File: config.mk
export PLATFORM = sky130hd
export DESIGN_NAME = obf_seq
export DESIGN_NICKNAME = d
export VERILOG_FILES = /design/src/rtl/obf_seq_pkg.sv /design/src/rtl/obf_seq_key_reg.sv /design/src/rtl/obf_seq.sv
export SDC_FILE = /design/constraint.sdc
export NUM_CORES = 1
export LEC_CHECK = 0
export CAP_MARGIN = 0
export CORE_ASPECT_RATIO = 0.7
export CORE_MARGIN = 2
export CORE_UTILIZATION = 32
export DETAILED_ROUTE_END_ITERATION = 12
export HOLD_SLACK_MARGIN = 0.12
export PLACE_DENSITY_LB_ADDON = 0.1
export SYNTH_ARGS = -nofsm -noshare
export SYNTH_HDL_FRONTEND = slang
export SYNTH_HIERARCHICAL = 1
export SYNTH_SLANG_ARGS = --single-unit
File: constraint.sdc
create_clock -name clk -period 1.7 [get_ports clk]
set_clock_uncertainty 0.2 [all_clocks]
set_input_delay 0.34 -clock clk [delete_from_list [all_inputs] [get_ports clk]]
set_output_delay 0.34 -clock clk [all_outputs]
set_load 0.005 [all_outputs]
File: src/rtl/obf_seq_pkg.sv
// ============================================================================
// Module : obf_seq_pkg
// Brief  : Shared widths, state encodings and LFSR taps for the obfuscation
//          expansion sequencer. Optional feature macro: OBF_KEY_ROLL_EN.
// Rev    : 1.0
// ============================================================================
`default_nettype none

`ifndef OBF_IGU_WIDTH
  `define OBF_IGU_WIDTH 8
`endif
`ifndef OBF_PPC_WIDTH
  `define OBF_PPC_WIDTH 8
`endif
`ifndef OBF_KEY_WIDTH
  `define OBF_KEY_WIDTH 8
`endif
`ifndef OBF_SEQ_LEN_WIDTH
  `define OBF_SEQ_LEN_WIDTH 4
`endif
`ifndef OBF_SEQ_IDLE
  `define OBF_SEQ_IDLE 1'b0
`endif
`ifndef OBF_SEQ_EXPAND
  `define OBF_SEQ_EXPAND 1'b1
`endif
`ifndef OBF_KEY_LFSR_TAPS
  `define OBF_KEY_LFSR_TAPS 32'h0000_00B8
`endif

package obf_seq_pkg;

  localparam int unsigned OBF_IGU_W  = `OBF_IGU_WIDTH;
  localparam int unsigned OBF_PPC_W  = `OBF_PPC_WIDTH;
  localparam int unsigned OBF_KEY_W  = `OBF_KEY_WIDTH;
  localparam int unsigned OBF_LEN_W  = `OBF_SEQ_LEN_WIDTH;
  localparam int unsigned OBF_PPC_STEP = 2;
  localparam logic [31:0] OBF_KEY_TAPS = `OBF_KEY_LFSR_TAPS;

  typedef enum logic [0:0] {
    SEQ_IDLE   = `OBF_SEQ_IDLE,
    SEQ_EXPAND = `OBF_SEQ_EXPAND
  } seq_state_e;

endpackage

`default_nettype wire

File: src/rtl/obf_seq_key_reg.sv
// ============================================================================
// Module : obf_key_reg
// Brief  : Obfuscation key register; with OBF_KEY_ROLL_EN defined the key
//          advances through a Galois LFSR on every completed sequence.
// Rev    : 1.0
// ============================================================================
`default_nettype none

module obf_key_reg
  import obf_seq_pkg::*;
#(
  parameter int unsigned KEY_W = OBF_KEY_W
) (
  input  logic             clk,
  input  logic             rst_n,
  input  logic             key_we_i,
  input  logic [KEY_W-1:0] key_i,
  input  logic             roll_i,
  output logic [KEY_W-1:0] key_o
);

  localparam logic [KEY_W-1:0] TAPS = KEY_W'(OBF_KEY_TAPS);

  logic [KEY_W-1:0] key_q;
  logic [KEY_W-1:0] key_d;

`ifdef OBF_KEY_ROLL_EN
  logic [KEY_W-1:0] roll_w;

  // Right-shifting Galois step; zero would lock the LFSR so it restarts at 1.
  always_comb begin
    roll_w = key_q >> 1;
    if (key_q == '0) begin
      roll_w = KEY_W'(1);
    end else if (key_q[0]) begin
      roll_w = (key_q >> 1) ^ TAPS;
    end
  end

  always_comb begin
    key_d = key_q;
    if (key_we_i) begin
      key_d = key_i;
    end else if (roll_i) begin
      key_d = roll_w;
    end
  end
`else
  logic unused_roll;
  logic [KEY_W-1:0] unused_taps;
  assign unused_roll = roll_i;
  assign unused_taps = TAPS;

  always_comb begin
    key_d = key_q;
    if (key_we_i) begin
      key_d = key_i;
    end
  end
`endif

  always_ff @(posedge clk or negedge rst_n) begin
    if (!rst_n) begin
      key_q <= '0;
    end else begin
      key_q <= key_d;
    end
  end

  assign key_o = key_q;

endmodule

`default_nettype wire

File: src/rtl/obf_seq.sv
// ============================================================================
// Module : obf_seq
// Brief  : Expansion sequencer feeding the obfuscation LUT: holds the IGU index
//          and steps the pseudo-PC per emitted substitute. Macro: OBF_KEY_ROLL_EN.
// Rev    : 1.0
// ============================================================================
`default_nettype none

module obf_seq
  import obf_seq_pkg::*;
#(
  parameter int unsigned IGU_W    = OBF_IGU_W,
  parameter int unsigned PPC_W    = OBF_PPC_W,
  parameter int unsigned KEY_W    = OBF_KEY_W,
  parameter int unsigned LEN_W    = OBF_LEN_W,
  parameter int unsigned PPC_STEP = OBF_PPC_STEP
) (
  input  logic             clk,
  input  logic             rst_n,
  input  logic             if_valid,
  input  logic [IGU_W-1:0] if_index,
  input  logic [LEN_W-1:0] if_len,
  output logic             if_stall,
  input  logic             id_ready,
  input  logic             flush,
  input  logic             key_we,
  input  logic [KEY_W-1:0] key_in,
  output logic [IGU_W-1:0] lut_index,
  output logic [PPC_W-1:0] lut_ppc,
  output logic [KEY_W-1:0] lut_key,
  output logic             sub_valid,
  output logic             sub_last
);

  seq_state_e       state_q, state_d;
  logic [IGU_W-1:0] index_q, index_d;
  logic [PPC_W-1:0] ppc_q,   ppc_d;
  logic [LEN_W-1:0] rem_q,   rem_d;

  logic expand_w;
  logic last_w;
  logic done_w;

  assign expand_w = (state_q == SEQ_EXPAND);
  assign last_w   = expand_w && (rem_q == LEN_W'(1));
  assign done_w   = last_w && id_ready;

  always_comb begin
    state_d = state_q;
    index_d = index_q;
    ppc_d   = ppc_q;
    rem_d   = rem_q;

    if (flush) begin
      state_d = SEQ_IDLE;
      index_d = '0;
      ppc_d   = '0;
      rem_d   = '0;
    end else begin
      unique case (state_q)
        SEQ_IDLE: begin
          if (if_valid) begin
            state_d = SEQ_EXPAND;
            index_d = if_index;
            ppc_d   = '0;
            rem_d   = (if_len == '0) ? LEN_W'(1) : if_len;
          end
        end
        SEQ_EXPAND: begin
          if (id_ready) begin
            if (last_w) begin
              // Fetch was released this cycle, so a waiting entry is taken without a bubble.
              if (if_valid) begin
                state_d = SEQ_EXPAND;
                index_d = if_index;
                ppc_d   = '0;
                rem_d   = (if_len == '0) ? LEN_W'(1) : if_len;
              end else begin
                state_d = SEQ_IDLE;
                index_d = '0;
                ppc_d   = '0;
                rem_d   = '0;
              end
            end else begin
              rem_d = rem_q - LEN_W'(1);
              ppc_d = ppc_q + PPC_W'(PPC_STEP);
            end
          end
        end
        default: begin
          state_d = SEQ_IDLE;
          index_d = '0;
          ppc_d   = '0;
          rem_d   = '0;
        end
      endcase
    end
  end

  always_ff @(posedge clk or negedge rst_n) begin
    if (!rst_n) begin
      state_q <= SEQ_IDLE;
      index_q <= '0;
      ppc_q   <= '0;
      rem_q   <= '0;
    end else begin
      state_q <= state_d;
      index_q <= index_d;
      ppc_q   <= ppc_d;
      rem_q   <= rem_d;
    end
  end

  obf_key_reg #(
    .KEY_W (KEY_W)
  ) u_key_reg (
    .clk      (clk),
    .rst_n    (rst_n),
    .key_we_i (key_we),
    .key_i    (key_in),
    .roll_i   (done_w && !flush),
    .key_o    (lut_key)
  );

  assign lut_index = index_q;
  assign lut_ppc   = ppc_q;
  assign sub_valid = expand_w;
  assign sub_last  = last_w;
  assign if_stall  = expand_w && !done_w;

endmodule

`default_nettype wire

---- Yosys cells after proc, flatten, opt, wreduce, memory -nomap -nowiden ----
Cells that the tools add are included.
storage, ports and cells
  register bits ........................... 29
  bits in latches ......................... 0
  RAM bits ................................ 0
  ROM bits ................................ 0
  bits of input ports ..................... 26
  output and inout bits ................... 27
  memories kept ........................... 0
cells by class
  add/subtract/negate cells ............... 2
  multiply operators ...................... 0
  div/mod/pow operators ................... 0
  order comparisons ....................... 0
  equality and inequality tests ........... 4
  shifts and indexed selects .............. 0
  mux-type cells .......................... 23
  bitwise operators ....................... 1
  reduce and logical (&&, ||, !) cells .... 7
operators with widths
  cell                                                                   count
  8-bit two-way mux                                                      9
  8-bit one-hot mux with 2 select lines                                  2
  4-bit two-way mux                                                      6
  8-bit by 2-bit adder with 8-bit output, second input constant          1
  4-bit one-hot mux with 2 select lines                                  1
  3-bit != test, second input constant                                   2
  4-bit by 1-bit equality test with 1-bit output, second input constant  1
  4-bit zero test                                                        1
  1-bit two-way mux                                                      4
  4-bit by 1-bit subtractor with 4-bit output, second input constant     1
  1-bit logical AND                                                      3
  3-bit by 2-bit != test with 1-bit output, second input constant        1
  3-bit AND reduction                                                    1
  1-bit one-hot mux with 2 select lines                                  1
  2-bit AND reduction                                                    1
  1-bit zero test                                                        1
  1-bit NOT                                                              1

---- Depth between registers and ports, before layout ----
  word-level depth ........................ 7
  gate-level depth with buffers ........... 6

---- By module ----
Netlist, hierarchy kept.
modules (own cells, without submodules)
  module       times used  cells an instance  area each (um2)  sequential area each (um2)
  obf_seq      1           102                1,092.3          500.5
  obf_key_reg  1           17                 331.6            200.2

---- Least setup slack after synthesis ----
No wires, ideal clock.
  path type ............................... reg2reg
  from .................................... reg rem_q[0]
  to ...................................... reg index_q[0], in the netlist lut_index[0]
  library setup time ...................... 67 ps
  arrival time ............................ 1,438 ps
  data required time ...................... 1,433 ps
  setup slack ............................. -6 ps
  cell stages (with the launch flop) ...... 5
  buffers on the path ..................... 0
  period minus slack after synthesis ...... 1,706 ps
  cells stage by stage .................... dfrtp_1 -> ha_1 -> nor3b_4 -> a311oi_2 -> a22o_1
on the way
  longest elaborated chain between the ends .. 4
ends and longest elaborated chain
  what                                                       line            text
  start, declared                                            obf_seq.sv:38   logic [LEN_W-1:0] rem_q, rem_d;
  start signal, assigned                                     obf_seq.sv:110  rem_q <= rem_d;
  4-bit by 1-bit equality test with 1-bit output             obf_seq.sv:45   assign last_w = expand_w && (rem_q == LEN_W'(1));
  1-bit logical AND                                          obf_seq.sv:45
  3-bit by 2-bit != test with 1-bit output (no source line)  -
  3-bit AND reduction (no source line)                       -
  end signal, assigned                                       obf_seq.sv:108  index_q <= index_d;
  end, declared                                              obf_seq.sv:36   logic [IGU_W-1:0] index_q, index_d;
Every way passes these cells.
A chain may end at the register's enable or synchronous reset.

---- Worst setup path in the final report ----
  from .................................... reg rem_q[1]
  to ...................................... out if_stall
on the way
  longest elaborated chain between the ends .. 5
ends and longest elaborated chain
  what                                            line            text
  4-bit by 1-bit equality test with 1-bit output  obf_seq.sv:45
  1-bit logical AND                               obf_seq.sv:45
  1-bit logical AND                               obf_seq.sv:46   assign done_w = last_w && id_ready;
  1-bit zero test                                 obf_seq.sv:129  assign if_stall = expand_w && !done_w;
  1-bit logical AND                               obf_seq.sv:129
  end, declared                                   obf_seq.sv:23   output logic if_stall,
Every way passes these cells.

==> summary.txt <==
post-route design area = 2416 um2
Crit Path Max Fanout = 3
I/O Pins = 53
setup ws final = -0.1697 ns
Max IR drop VDD = 0.0003686 V
row count = 20
Core ar. = 4304 um2
CTS Buffer Depth = 2
clock-pin slew on the worst setup and hold paths = 0.09 ns
FF-to-FF path depth = 5
drt pass-1 iters = 4
critical path's slowest cell = dfrtp_1
largest net degree at the start of global routing = 29
clk root buf = clkbuf_8
type of origin of the critical path = flip-flop
vias in the first global route = 1,310
outcome = finished with violations
Port Buffer Count = 51
r2r startpoint = rem_q[0]
Initial Utilization = 32.99%
first-pass GRT wire length = 6368 um
capturing point of the worst reg2reg path = rem_q[3]
WP data arrival = 1.33 ns
Hold Vio Cnt, Final = 0
remaining antenna violation count = 0
CP Cell Sequence = inv_2, ha_4, nand4bb_1, and2_4, buf_6
PD cells = 693.7 nW/um2
H-tree depth = 1
Final setup viols = 16
Final nets = 232
DR WL/cell = 15.15 um
Setup TNS = -1.047 ns
full die area = 4995 um2
failing checks = negative setup slack
Num Clock Sinks = 28
global placement routability congestion = 0.8251
hold crit path type = in2async
Mapped Cells = 118
Vias = 1,306
Mapped Avg Cell Area = 12.03 um2
max_cap viols = 0
GRT overflow = 0
clk_lat worst skew = 0.27 ns
initial antenna violation count = 0
antenna cells = 0
CP max stage delay = 0.40 ns
drt drc = 0
drt via density = 5.082
yosys warns = 6
chip width = 83.62 um
CTS tree = built
Tot Pwr = 1.676 mW
Mapped Nets = 147
Area after DPL = 2116 um2
Die H = 59.74 um
unrepaired setup endpoints after global routing = yes
layout cell share with drive strength beyond 1 = 33.17%
CP required = 1.16 ns
CTS Buf Count = 3
FILL cells = 371
area grow syn2layout = 70.13%
LEAKAGE = 1.293 nW
Netlist Area Pre-Place = 1420 um2
Total Routed Length = 3894 um
WS Path Type = reg2out
hold_buf cts = 0
Iter 0 DRT Violations = 61
period utilisation layout = 110.0%
FMAX = 534.8 MHz
Detail Placement HPWL = 2818 um
CP endpoint kind = output pin
pins over their slew limit = 0
fin crit period = 1.870 ns
Reg2Reg Setup Slack = -0.07 ns
Total GRT Usage = 16.39%
==> worst max-delay path: cells and delay by family (launching register included) <==
kind | cells | cell delay (ns)
adder cells (fa/ha/maj) | 1 | 0.14
AND/OR/NAND/NOR | 2 | 0.32
buffers and inverters | 2 | 0.20
flip-flops | 1 | 0.40
==> metrics by stage <==
stage                     hold slack (ns)  util [%]  worst slack, ns  cells
after floorplan                   -0.1556         -          0.03143    118
after global placement             0.2851     49.16          -0.5087    236
after detailed placement           0.2848     49.16          -0.6284    236
after CTS                          0.2116     54.22          -0.1493    253
after global routing               0.2199     56.13          -0.2392    257
final                              0.2124     56.13          -0.1697    257
==> routing by layer <==
metal  wire (um)  vias up  GRT usage (%)
met3         209        4          4.558
met1        1800      650          21.75
li1            -      614              -
met2        1858       38          27.31
met5           0        -              0
met4          25        0          3.687
==> registers in the layout, summed over array words and instances (netlist names) <==
register / flops
lut_index: 8
rem_q: 4
lut_ppc: 7
u_key_reg/key_o: 8
sub_valid: 1
==> final cells by class <==
cell class | instances | area [um2] | share of cell area [%]
multi-input cells | 79 | 713.2 | 29.52
well taps | 55 | 68.82 | 2.848
repair buffers | 87 | 843.3 | 34.90
inverters | 4 | 15.01 | 0.6214
flip-flops and latches | 28 | 704.4 | 29.16
clock buffers | 3 | 41.29 | 1.709
clock inverters | 1 | 30.03 | 1.243
==> what timing repair did <==
| item | 4_1_cts | 5_1_grt |
|---|---|---|
| gates resized for setup | 31 | 20 |
| setup endpoints to repair | 32 | 33 |
| buffers inserted | 13 | 6 |
| pin swaps | 4 | 2 |
==> worst max path at each step <==
stage                     startpoint           end  slack, ns  cells after the start
after global routing        rem_q[1]      if_stall      -0.24                      5
after CTS                   rem_q[1]      sub_last      -0.15                      5
after global placement      id_ready      rem_q[2]      -0.51                      4
after floorplan             rem_q[1]      sub_last       0.03                      4
after detailed placement    id_ready  lut_index[7]      -0.63                      4
final                       rem_q[1]      if_stall      -0.17                      5
==> power breakdown <==
part	internal, mW	total (mW)	switching, mW
Combinational	0.262	0.419	0.157
Clock	0.315	0.515	0.200
Sequential	0.710	0.742	0.0321
Total	1.29	1.68	0.389
==> cells in the final DEF (no fill, tap or decap), types with 2 or more instances in the layout <==
cell and count:
inv_1 3, dfrtp_1 25, o2111ai_1 2, or3_1 2
buf_12 2, a22o_1 9, buf_6 4, clkbuf_8 3
nand3_1 10, dlymetal6s2s_1 16, or4_1 3, ha_1 2
nand3b_1 2, and2_4 2, nand2_1 3, a221o_1 4
mux2_4 8, nand2b_1 2, dlygate4sd2_1 8, nor3_1 4
buf_4 31, a21oi_1 3, clkdlybuf4s50_1 25, dfrtp_2 3
Note: power is estimated with default switching activity, not from simulation.
